<file path="src/rtl/adder_pkg.sv">
// Shared types and helpers for the chunked serial adder.
// Optional signed-overflow output is enabled with the ADDER_OVF_EN macro.
package adder_pkg;

    typedef enum logic [1:0] {
        IDLE = 2'd0,
        BUSY = 2'd1,
        DONE = 2'd2
    } state_t;

    // The chunk counter needs at least one bit even when a single chunk covers the word.
    function automatic int cnt_width(input int nchunk);
        return (nchunk <= 1) ? 1 : $clog2(nchunk);
    endfunction

    function automatic bit chunk_cfg_ok(input int width, input int chunk);
        return (chunk >= 1) && (chunk <= width) && ((width % chunk) == 0);
    endfunction

endpackage

</file>
<file path="src/rtl/chunk_ripple_adder.sv">
// CHUNK-bit ripple of 1-bit full-adder slices; msb_cin is the carry into the top slice.
module chunk_ripple_adder #(
    parameter int CHUNK = 8
) (
    input  logic [CHUNK-1:0] a,
    input  logic [CHUNK-1:0] b,
    input  logic             cin,
    output logic [CHUNK-1:0] sum,
    output logic             cout,
    output logic             msb_cin
);

    logic [CHUNK:0] c;

    assign c[0] = cin;

    for (genvar i = 0; i < CHUNK; i++) begin : g_slice
        assign sum[i]   = a[i] ^ b[i] ^ c[i];
        assign c[i + 1] = (a[i] & b[i]) | (a[i] & c[i]) | (b[i] & c[i]);
    end

    assign cout    = c[CHUNK];
    assign msb_cin = c[CHUNK-1];

endmodule

</file>
<file path="src/rtl/chunked_serial_adder.sv">
// Multi-cycle WIDTH-bit adder, CHUNK bits per cycle, with valid/ready on both sides.
// Define ADDER_OVF_EN to add the out_ovf signed-overflow output.
module chunked_serial_adder
    import adder_pkg::*;
#(
    parameter int WIDTH = 32,
    parameter int CHUNK = 8
) (
    input  logic             clk,
    input  logic             rst_n,
    input  logic             in_valid,
    output logic             in_ready,
    input  logic [WIDTH-1:0] in_a,
    input  logic [WIDTH-1:0] in_b,
    input  logic             in_cin,
    output logic             out_valid,
    input  logic             out_ready,
    output logic [WIDTH-1:0] out_sum,
    output logic             out_cout
`ifdef ADDER_OVF_EN
    ,
    output logic             out_ovf
`endif
);

    localparam int NCHUNK = WIDTH / CHUNK;
    localparam int CW     = cnt_width(NCHUNK);
    localparam logic [CW-1:0] LAST = CW'(NCHUNK - 1);

    if (!chunk_cfg_ok(WIDTH, CHUNK)) begin : g_bad_cfg
        $error("chunked_serial_adder: WIDTH must be a multiple of CHUNK");
    end

    // Handshakes: a transfer happens on a rising edge where valid and ready are both 1.
    // in_ready is 1 only in IDLE; out_valid is 1 only in DONE and holds until out_ready.
    state_t           state;
    logic [CW-1:0]    cnt;
    logic             carry;
    logic [WIDTH-1:0] a_q, b_q;
    logic [WIDTH-1:0] a_shift, b_shift, sum_next;
    logic [CHUNK-1:0] sum_chunk;
    logic             chunk_cout, msb_cin;

    chunk_ripple_adder #(.CHUNK(CHUNK)) u_chunk (
        .a       (a_q[CHUNK-1:0]),
        .b       (b_q[CHUNK-1:0]),
        .cin     (carry),
        .sum     (sum_chunk),
        .cout    (chunk_cout),
        .msb_cin (msb_cin)
    );

    // Operands shift down so the active chunk is always the low slice; sum chunks enter from the top.
    if (NCHUNK == 1) begin : g_single
        assign a_shift  = '0;
        assign b_shift  = '0;
        assign sum_next = sum_chunk;
    end else begin : g_multi
        assign a_shift  = {{CHUNK{1'b0}}, a_q[WIDTH-1:CHUNK]};
        assign b_shift  = {{CHUNK{1'b0}}, b_q[WIDTH-1:CHUNK]};
        assign sum_next = {sum_chunk, out_sum[WIDTH-1:CHUNK]};
    end

`ifndef ADDER_OVF_EN
    logic unused_msb_cin;
    assign unused_msb_cin = msb_cin;
`endif

    always_ff @(posedge clk or negedge rst_n) begin
        if (!rst_n) begin
            state     <= IDLE;
            cnt       <= '0;
            carry     <= 1'b0;
            a_q       <= '0;
            b_q       <= '0;
            in_ready  <= 1'b1;
            out_valid <= 1'b0;
            out_sum   <= '0;
            out_cout  <= 1'b0;
`ifdef ADDER_OVF_EN
            out_ovf   <= 1'b0;
`endif
        end else begin
            case (state)
                IDLE: begin
                    if (in_valid) begin
                        a_q      <= in_a;
                        b_q      <= in_b;
                        carry    <= in_cin;
                        cnt      <= '0;
                        in_ready <= 1'b0;
                        state    <= BUSY;
                    end
                end
                BUSY: begin
                    a_q     <= a_shift;
                    b_q     <= b_shift;
                    carry   <= chunk_cout;
                    out_sum <= sum_next;
                    cnt     <= cnt + 1'b1;
                    if (cnt == LAST) begin
                        out_cout  <= chunk_cout;
`ifdef ADDER_OVF_EN
                        out_ovf   <= msb_cin ^ chunk_cout;
`endif
                        out_valid <= 1'b1;
                        state     <= DONE;
                    end
                end
                DONE: begin
                    if (out_ready) begin
                        out_valid <= 1'b0;
                        in_ready  <= 1'b1;
                        state     <= IDLE;
                    end
                end
                default: begin
                    out_valid <= 1'b0;
                    in_ready  <= 1'b1;
                    state     <= IDLE;
                end
            endcase
        end
    end

endmodule

</file>
<file path="config.mk">
export PLATFORM = sky130hd
export DESIGN_NAME = chunked_serial_adder
export DESIGN_NICKNAME = d
export VERILOG_FILES = /design/src/rtl/adder_pkg.sv /design/src/rtl/chunk_ripple_adder.sv /design/src/rtl/chunked_serial_adder.sv
export SDC_FILE = /design/constraint.sdc
export NUM_CORES = 1
export LEC_CHECK = 0
export ABC_AREA = 1
export CAP_MARGIN = 20
export CELL_PAD_IN_SITES_DETAIL_PLACEMENT = 1
export CELL_PAD_IN_SITES_GLOBAL_PLACEMENT = 2
export CORE_ASPECT_RATIO = 1.1
export CORE_UTILIZATION = 29
export DETAILED_ROUTE_END_ITERATION = 16
export PLACE_DENSITY_LB_ADDON = 0.3
export SYNTH_ARGS = -nofsm -noshare
export SYNTH_HDL_FRONTEND = slang
export SYNTH_SLANG_ARGS = --single-unit
</file>
<file path="constraint.sdc">
create_clock -name clk -period 5.29 [get_ports clk]
set_clock_uncertainty 0.2 [all_clocks]
set_input_delay 1.058 -clock clk [delete_from_list [all_inputs] [get_ports clk]]
set_output_delay 1.058 -clock clk [all_outputs]
set_load 0.05 [all_outputs]
</file>
==> impl_metrics.json, run 1 <==
{
  "status": "completed",
  "max-slew-margin-rel_pct": 54.3,
  "synthAdderAreaFrac_pct": 3.44,
  "diodes": 0,
  "holdBufCountCts": 0,
  "finalCritPeriodShare_pct": 75.0,
  "wire_per_inst_um": 13.6,
  "tightestPinTransition_ns": 0.685,
  "cp_data_arrival_time_ns": 4.02,
  "start_kind": "flop",
  "fp.dieH_um": 140,
  "synth_top_area_cell": "dfrtp_1",
  "synth_top_family_by_area": "simple AND/OR/NAND/NOR gates",
  "initial_core_util_pct": 29.6,
  "synth_cell_type_count": 19,
  "synth_ff_type": "dfrtp_1",
  "syn_nets": 719,
  "synth_edf_count": 0,
  "drt_wl_total_um": 13200,
  "hold_path.class": "reg -> reg",
  "yosysSeqAreaShare_pct": 51.9,
  "period_minus_slack_ns": 3.97,
  "rsz0062_at_grt": "no",
  "fmax_mhz": 252,
  "final_core_utilization_pct": 38.4,
  "ys_top_cells_by_area": "dfrtp_1, nand2_1, nand3_1",
  "rows": 50,
  "dp.cells": 948,
  "drtIter0Drc": 203,
  "p_per_area_nw_per_um2": 630,
  "grt_pass1_wl_um": 22700,
  "synthCells": 641,
  "clk_pin_slew_ns": 0.07,
  "cts_buffer_depth": 2,
  "cts_tree": "done",
  "sequentialPowerShare_pct": 33.8,
  "grt_max_degree": 77,
  "worstSetupPathType": "reg -> reg",
  "cp_max_fo": 2,
  "p_switching_uw": 1920,
  "p_sw_share_pct": 46.6,
  "viasPerCell": 4.36,
  "antenna_found_initial": 0,
  "synth.area.mux_share_pct": 0,
  "ys_top_cells_by_count": "nand2_1, inv_1, dfrtp_1",
  "combPwrFrac_pct": 50.5,
  "vias": 4202,
  "synth_seq_cells": 104,
  "grt_pass1_vias": 4516,
  "setup_tns_ns": 0,
  "async_flop_share_pct": 100,
  "finalMaxSlewViolations": 0,
  "synth-simple-area-share_pct": 28.0,
  "pin_count": 104,
  "cts_setup_buffers": 0,
  "hpwlAfterDp_um": 8980,
  "hold_violations": 0,
  "coreArea_um2": 17000,
  "vdd_drop_max_uv": 274,
  "maxCapViolations": 0,
  "synth_top_area_share_pct": 51.4,
  "stdcell_count": 964,
  "multi_input_area_um2": 1790,
  "synth_most_common_cell": "nand2_1",
  "synth-xor-area-share_pct": 0,
  "drc": 0,
  "fp.dieW_um": 127,
  "regArea_um2": 2610,
  "track_usage_pct": 16.1,
  "required_ns": 5.34,
  "setup_viol_count_final": 0,
  "final_nets": 804,
  "pwr-share-clk_pct": 15.7,
  "insertion_delay_ns": 0.34,
  "drive_above_1_share_pct": 4.25,
  "root_buffer": "clkbuf_16",
  "fillCellCount": 2088,
  "leakage_uw": 0.00338,
  "cts_sinks": 104,
  "crit_path_end_kind": "flop",
  "syn_area_um2": 5020,
  "syn_avg_cell_area_um2": 7.83,
  "grt-ovfl-total": 0,
  "synth_compound_area_share_pct": 4.11,
  "cts_max_level": 3,
  "numCtsBuffers": 9,
  "drtPass1Iterations": 4,
  "yosysWarnings": 0,
  "place.port_buffers": 103,
  "drtAntennaViolNets": 0,
  "cts_resized": 0,
  "p_int_uw": 2190,
  "syn_to_final_growth_pct": 29.9,
  "gp_congestion": 0.732,
  "fp.dieArea_um2": 17800
}
[state kept, by name, summed over array words and instances (netlist names)]
signal / cells
a_q: 32
b_q: 32
carry: 1
cnt: 2
in_ready: 1
out_cout: 1
out_sum: 32
out_valid: 1
state: 2
[cell usage in the layout, fill, tap and decap left out, types with 2 or more instances in the layout]
cell type / instances
buf_4: 6
inv_1: 115
clkbuf_16: 9
clkdlybuf4s50_1: 102
nand2_4: 2
o21ai_0: 36
fa_1: 8
nand2_1: 229
nand3_1: 100
a21oi_1: 4
dfrtp_1: 102
clkinv_4: 3
[routing by layer]
layer  global-route usage (%)  share of wire, %
met3                     2.94               3.2
met5                        0                 0
met2                     27.0                49
met4                     3.76              0.78
met1                     21.6                47
[cells by family after synthesis]
| kind of cell | count (synthesis) |
|---|---|
| adders and majority gates | 9 |
| buffers and inverters | 152 |
| AOI/OAI and AO/OA | 41 |
| and+or+nand+nor | 335 |
| DFF | 104 |
[metrics by stage]
| step | power [µW] | hold slack, ns | setup slack, ns | area [µm²] |
|---|---|---|---|---|
| detailed placement | 3520 | 0.272 | 1.32 | 6210 |
| global route | 4510 | 0.306 | 1.16 | 6520 |
| CTS | 4180 | 0.289 | 1.30 | 6490 |
| floorplan | 2880 | 0.250 | 1.54 | 5020 |
| finish | 4110 | 0.286 | 1.32 | 6520 |
| global placement | 3450 | 0.261 | 1.42 | 6190 |
[power groups by stage]
| stage | registers [µW] | logic [µW] | clock network (µW) |
|---|---|---|---|
| after detailed placement | 1410 | 2120 | 0 |
| after floorplan | 1740 | 1140 | 0 |
| final | 1390 | 2080 | 644 |
| after global routing | 1440 | 2370 | 702 |
| after CTS | 1390 | 2120 | 667 |
| after global placement | 1390 | 2060 | 0 |
[critical path, stage by stage, from the launching register on]
cell     delay (ns)
dfrtp_1        0.38
inv_1          0.08
fa_1           0.17
inv_1          0.05
fa_1           0.37
fa_1           0.38
fa_1           0.40
fa_1           0.42
fa_1           0.41
fa_1           0.37
inv_1          0.08
fa_1           0.41
o21ai_0        0.16
[final timing paths]
path / cells past startpoint / slack, ns / end / start
max: 12 / 1.32 / out_sum[31] / carry
min: 2 / 0.29 / in_ready / in_ready
max reg2reg: 12 / 1.32 / out_sum[31] / carry
min reg2reg: 2 / 0.29 / in_ready / in_ready
max in group asynchronous: 3 / 3.40 / b_q[7] / rst_n
min in group asynchronous: 1 / 0.42 / state[1] / rst_n
[layout make-up]
cell class	count	area share, %
inverter	116	6.68
sequential	104	40.0
multi-input combinational	385	27.5
clock inverter	5	0.653
tap	234	4.49
clock buffer	10	3.67
timing repair buffer	110	17.1
(Power assumes the default switching activity.)
==> inputs of run 2 (changes only) <==
Settings changed: CORE_UTILIZATION 29 to 26.
Clock period 5.29 ns to 3.6 ns, I/O delays scaled along.
==> run 2 against run 1 <==
The run now ends with negative setup slack left. Total power increased by 50%. Clock power increased by 61%. Count of clock-buffer cells in the layout decreased by 1. Worst setup slack got worse by 1.4 ns. Largest power group unchanged. Highest routed layer unchanged.
==> impl_metrics.json, run 2 (same netlist as run 1, synthesis figures left out) <==
{
  "status": "finished with violations",
  "failed_checks": "negative setup slack",
  "period_minus_slack_ns": 3.67,
  "holdBufCountCts": 0,
  "p_sw_share_pct": 46.1,
  "syn_to_final_growth_pct": 31.6,
  "p_int_uw": 3330,
  "rsz0062_at_grt": "yes",
  "rows": 52,
  "cts_max_level": 3,
  "pin_count": 104,
  "busiest_layer": "met2",
  "fp.dieH_um": 148,
  "stdcell_count": 978,
  "cts_buffer_depth": 2,
  "final_nets": 808,
  "wire_per_inst_um": 13.5,
  "p_switching_uw": 2840,
  "max-slew-margin-rel_pct": 54.5,
  "drc": 0,
  "pwr-share-clk_pct": 16.8,
  "largest_registers": "a_q (32), b_q (32), out_sum (32)",
  "cp_data_arrival_time_ns": 3.73,
  "fmax_mhz": 273,
  "dp_slack_ns": -0.236,
  "drt_wl_total_um": 13200,
  "finalMaxSlewViolations": 0,
  "grtUsageMet3_pct": 2.78,
  "final_common_cell": "nand2_1",
  "drtAntennaViolNets": 0,
  "grt-ovfl-total": 0,
  "crit_path_end_kind": "flop",
  "cts_sinks": 104,
  "maxCapViolations": 0,
  "gp_congestion": 0.752,
  "grt_max_degree": 80,
  "place.port_buffers": 103,
  "use_met2_pct": 24.1,
  "grt_util_met1_pct": 19.1,
  "insertion_delay_ns": 0.35,
  "fin_ws_ns": -0.0673,
  "start_kind": "flop",
  "numCtsBuffers": 9,
  "vdd_drop_max_uv": 370,
  "finalCritPeriodShare_pct": 102,
  "tightestPinTransition_ns": 0.683,
  "diodes": 0,
  "placedInstanceArea_um2": 6240,
  "track_usage_pct": 14.5,
  "cts_tree": "done",
  "hold_path.class": "in -> async",
  "setup_viol_count_final": 1,
  "fp.dieArea_um2": 19900,
  "antenna_found_initial": 0,
  "drtPass1Iterations": 4,
  "cp_max_fo": 2,
  "sequentialPowerShare_pct": 33.2,
  "layout_common_cells": "nand2_1, inv_1, dfrtp_1, clkdlybuf4s50_1, nand3_1",
  "required_ns": 3.66,
  "combPwrFrac_pct": 50.0,
  "final_core_utilization_pct": 35.4,
  "leakage_uw": 0.00341,
  "worstSetupPathType": "reg -> reg",
  "drive_above_1_share_pct": 6.26,
  "root_buffer": "clkbuf_16",
  "grt_pass1_vias": 4456,
  "clk_pin_slew_ns": 0.08,
  "vias": 4229,
  "coreArea_um2": 18700,
  "hold_violations": 0,
  "grt_pass1_wl_um": 22700,
  "viasPerCell": 4.32,
  "hpwlAfterDp_um": 9000,
  "drtIter0Drc": 223,
  "fp.dieW_um": 134,
  "initial_core_util_pct": 26.9,
  "holdWs_ns": 0.0958,
  "fin_area_um2": 6610,
  "dp.cells": 959,
  "p_per_area_nw_per_um2": 934
}
run 2: cell types whose count changed in the layout (fill, tap and decap cells not counted), sizes merged:
cell    previous run  this run
clkbuf            10         9
inv              117       120
buf                8        12
clkinv             3         1
bufinv             0         1
run 2: per-stage QoR:
step	TNS [ns]	power, µW
2_1_floorplan	0	4240
3_5_place_dp	-0.367	5190
3_3_place_gp	-0.164	5120
6_report	-0.0673	6170
5_1_grt	-0.295	6760
4_1_cts	-0.133	6280
run 2: power groups by stage:
stage | Combinational (µW) | Clock (µW) | Sequential [µW]
after floorplan | 1680 | 0 | 2560
after global placement | 3070 | 0 | 2050
after detailed placement | 3110 | 0 | 2080
after CTS | 3150 | 1080 | 2060
after global routing | 3510 | 1120 | 2130
final | 3090 | 1040 | 2050
run 2: routing by layer:
layer | vias to the layer above | part of all wire [%]
li1 | 2110 | -
met1 | 2023 | 48
met2 | 85 | 47
met3 | 11 | 3.7
met4 | 0 | 1.3
met5 | - | 0
run 2: critical path, stage by stage (launching register included):
cell,delay [ns]
dfrtp_1,0.40
inv_2,0.07
fa_1,0.16
inv_1,0.05
fa_2,0.35
fa_2,0.35
fa_2,0.35
fa_2,0.36
fa_2,0.35
fa_2,0.34
inv_2,0.06
fa_2,0.42
o21ai_1,0.13
run 2: cell type report:
| class | instances | area (µm²) |
|---|---|---|
| well taps | 243 | 304 |
| fillers | 2234 | 12100 |
| flip-flops and latches | 104 | 2610 |
| inverters | 116 | 435 |
| repair buffers | 114 | 1140 |
| multi-input cells | 385 | 1810 |
| clock buffers | 9 | 225 |
| clock inverters | 7 | 86.3 |
run 2: repair_timing:
action,in CTS,in global routing
setup buffers,0,2
endpoints found under the setup margin,2,2
pin swaps,1,1
resized for setup,6,1
run 2: worst paths after layout:
check,from,slack [ns],to,cells past startpoint
worst max-delay path,carry,-0.07,out_sum[31],12
min in group clk,in_ready,0.28,in_ready,2
worst max register to register,carry,-0.07,out_sum[31],12
worst min-delay path,rst_n,0.1,out_sum[8],1
worst min register to register,in_ready,0.28,in_ready,2
max in group asynchronous,rst_n,2.25,a_q[22],3
==> inputs of run 3 (changes only) <==
Clock period 3.6 ns to 3.25 ns, I/O delays scaled along.
==> run 3 against run 2 <==
Largest cell class unchanged. Critical path depth did not move. Global-route usage fell by 0.20 points. Count of clock-buffer cells in the layout stayed put. The run still ends with negative setup slack left. First-iteration DRC count shrank 31%. Die area stayed put. Sequential cell count is the same.
==> impl_metrics.json, run 3 (same netlist as run 1, synthesis figures left out) <==
{
  "status": "finished with violations",
  "failed_checks": "negative setup slack",
  "sequentialPowerShare_pct": 34.0,
  "clk_pin_slew_ns": 0.07,
  "max-slew-margin-rel_pct": 65.3,
  "finalCritPeriodShare_pct": 113,
  "leakage_uw": 0.00340,
  "fin_ws_ns": -0.430,
  "vdd_drop_max_uv": 432,
  "cts_max_level": 3,
  "r2r_cells": 12,
  "coreArea_um2": 18700,
  "grt-ovfl-total": 0,
  "final_core_utilization_pct": 35.2,
  "cp_data_arrival_time_ns": 3.76,
  "wire_per_inst_um": 13.5,
  "fp.dieArea_um2": 19900,
  "setup_viol_count_final": 4,
  "largest_registers": "a_q (32), b_q (32), out_sum (32)",
  "drt_wl_total_um": 13200,
  "fp.dieH_um": 148,
  "startpoint": "carry",
  "place.port_buffers": 103,
  "hold_path.class": "in -> async",
  "viasPerCell": 4.31,
  "combPwrFrac_pct": 50.5,
  "diodes": 0,
  "grt_max_degree": 67,
  "r2r-end": "out_sum[31]",
  "numCtsBuffers": 9,
  "rows": 52,
  "antenna_found_initial": 0,
  "cts_sinks": 104,
  "layout_common_cells": "nand2_1, inv_1, dfrtp_1, clkdlybuf4s50_1, nand3_1",
  "period_minus_slack_ns": 3.68,
  "setup_tns_ns": -1.11,
  "cp-endpoint": "out_sum[31]",
  "p_sw_share_pct": 46.6,
  "tightestPinTransition_ns": 0.519,
  "root_buffer": "clkbuf_16",
  "fmax_mhz": 272,
  "grt_pass1_wl_um": 22400,
  "gp_congestion": 0.783,
  "finalMaxSlewViolations": 0,
  "p_switching_uw": 3150,
  "initial_core_util_pct": 26.9,
  "vias": 4217,
  "drive_above_1_share_pct": 7.20,
  "insertion_delay_ns": 0.35,
  "drtPass1Iterations": 4,
  "p_per_area_nw_per_um2": 1030,
  "timing.reg2reg.setup_slack_ns": -0.43,
  "start_kind": "flop",
  "pwr-share-clk_pct": 15.5,
  "r2r-start": "carry",
  "syn_to_final_growth_pct": 31.1,
  "drc": 0,
  "drtAntennaViolNets": 0,
  "drtIter0Drc": 153,
  "grt_pass1_vias": 4439,
  "pin_count": 104,
  "hold_violations": 0,
  "final_nets": 809,
  "track_usage_pct": 14.3,
  "stdcell_count": 979,
  "holdBufCountCts": 0,
  "maxCapViolations": 0,
  "p_total_uw": 6770,
  "fp.dieW_um": 134,
  "p_int_uw": 3620,
  "final_common_cell": "nand2_1",
  "crit_path_end_kind": "flop",
  "cts_tree": "done",
  "cp_max_fo": 2,
  "required_ns": 3.33,
  "dp.cells": 962,
  "worstSetupPathType": "reg -> reg",
  "hpwlAfterDp_um": 9430,
  "cts_buffer_depth": 2,
  "rsz0062_at_grt": "yes"
}
-- run 3: worst max-delay path: stages, from the launching register on --
cell and delay, ns:
dfrtp_1 0.40, inv_2 0.07, fa_2 0.21, inv_2 0.04
fa_2 0.33, fa_2 0.37, fa_2 0.34, fa_2 0.36
fa_2 0.35, fa_2 0.34, inv_2 0.06, fa_2 0.42
o21ai_2 0.11
-- run 3: through the flow --
step | hold WS, ns | area [µm²] | setup slack, ns
4_1_cts | 0.0173 | 6550 | -0.457
3_3_place_gp | 0.261 | 6270 | -0.389
5_1_grt | 0.0238 | 6580 | -0.549
2_1_floorplan | 0.154 | 5040 | -0.289
3_5_place_dp | 0.264 | 6270 | -0.459
6_report | 0.0128 | 6580 | -0.430
-- run 3: final cells by class --
cell class,instances,area [µm²]
clock inverters,7,52.6
flip-flops and latches,104,2610
inverters,116,435
repair buffers,115,1130
clock buffers,9,225
multi-input cells,385,1830
well taps,243,304
fillers,2226,12100
-- run 3: metal layers --
layer	wire (µm)	part of all wire (%)	track usage, %	vias up
met5	0	0	0	-
li1	-	-	-	2112
met4	148	1.1	4.38	0
met2	6210	47	23.5	75
met3	380	2.9	2.23	8
met1	6440	49	19.2	2022
-- run 3: power by group through the flow --
stage	clock network, µW	logic [µW]	registers (µW)
global placement	0	3400	2310
finish	1050	3420	2300
detailed placement	0	3450	2340
CTS	1080	3470	2320
floorplan	0	1880	2830
global route	1130	3880	2390
-- run 3: worst min-delay path by stage --
stage	slack (ns)	depth (start not counted)	to	startpoint
2_1_floorplan	0.15	0	a_q[0]	rst_n
3_3_place_gp	0.26	2	out_sum[6]	out_sum[6]
3_5_place_dp	0.26	2	out_sum[6]	out_sum[6]
4_1_cts	0.02	1	b_q[11]	rst_n
5_1_grt	0.02	1	out_sum[26]	rst_n
6_report	0.01	1	cnt[1]	rst_n
-- run 3: what timing repair did --
action | 4_1_cts | 5_1_grt
resized for setup | 1 | 8
pin swaps | 0 | 3
setup buffers | 0 | 1
endpoints found under the setup margin | 4 | 4
endpoints found under the hold margin | 0 | 0
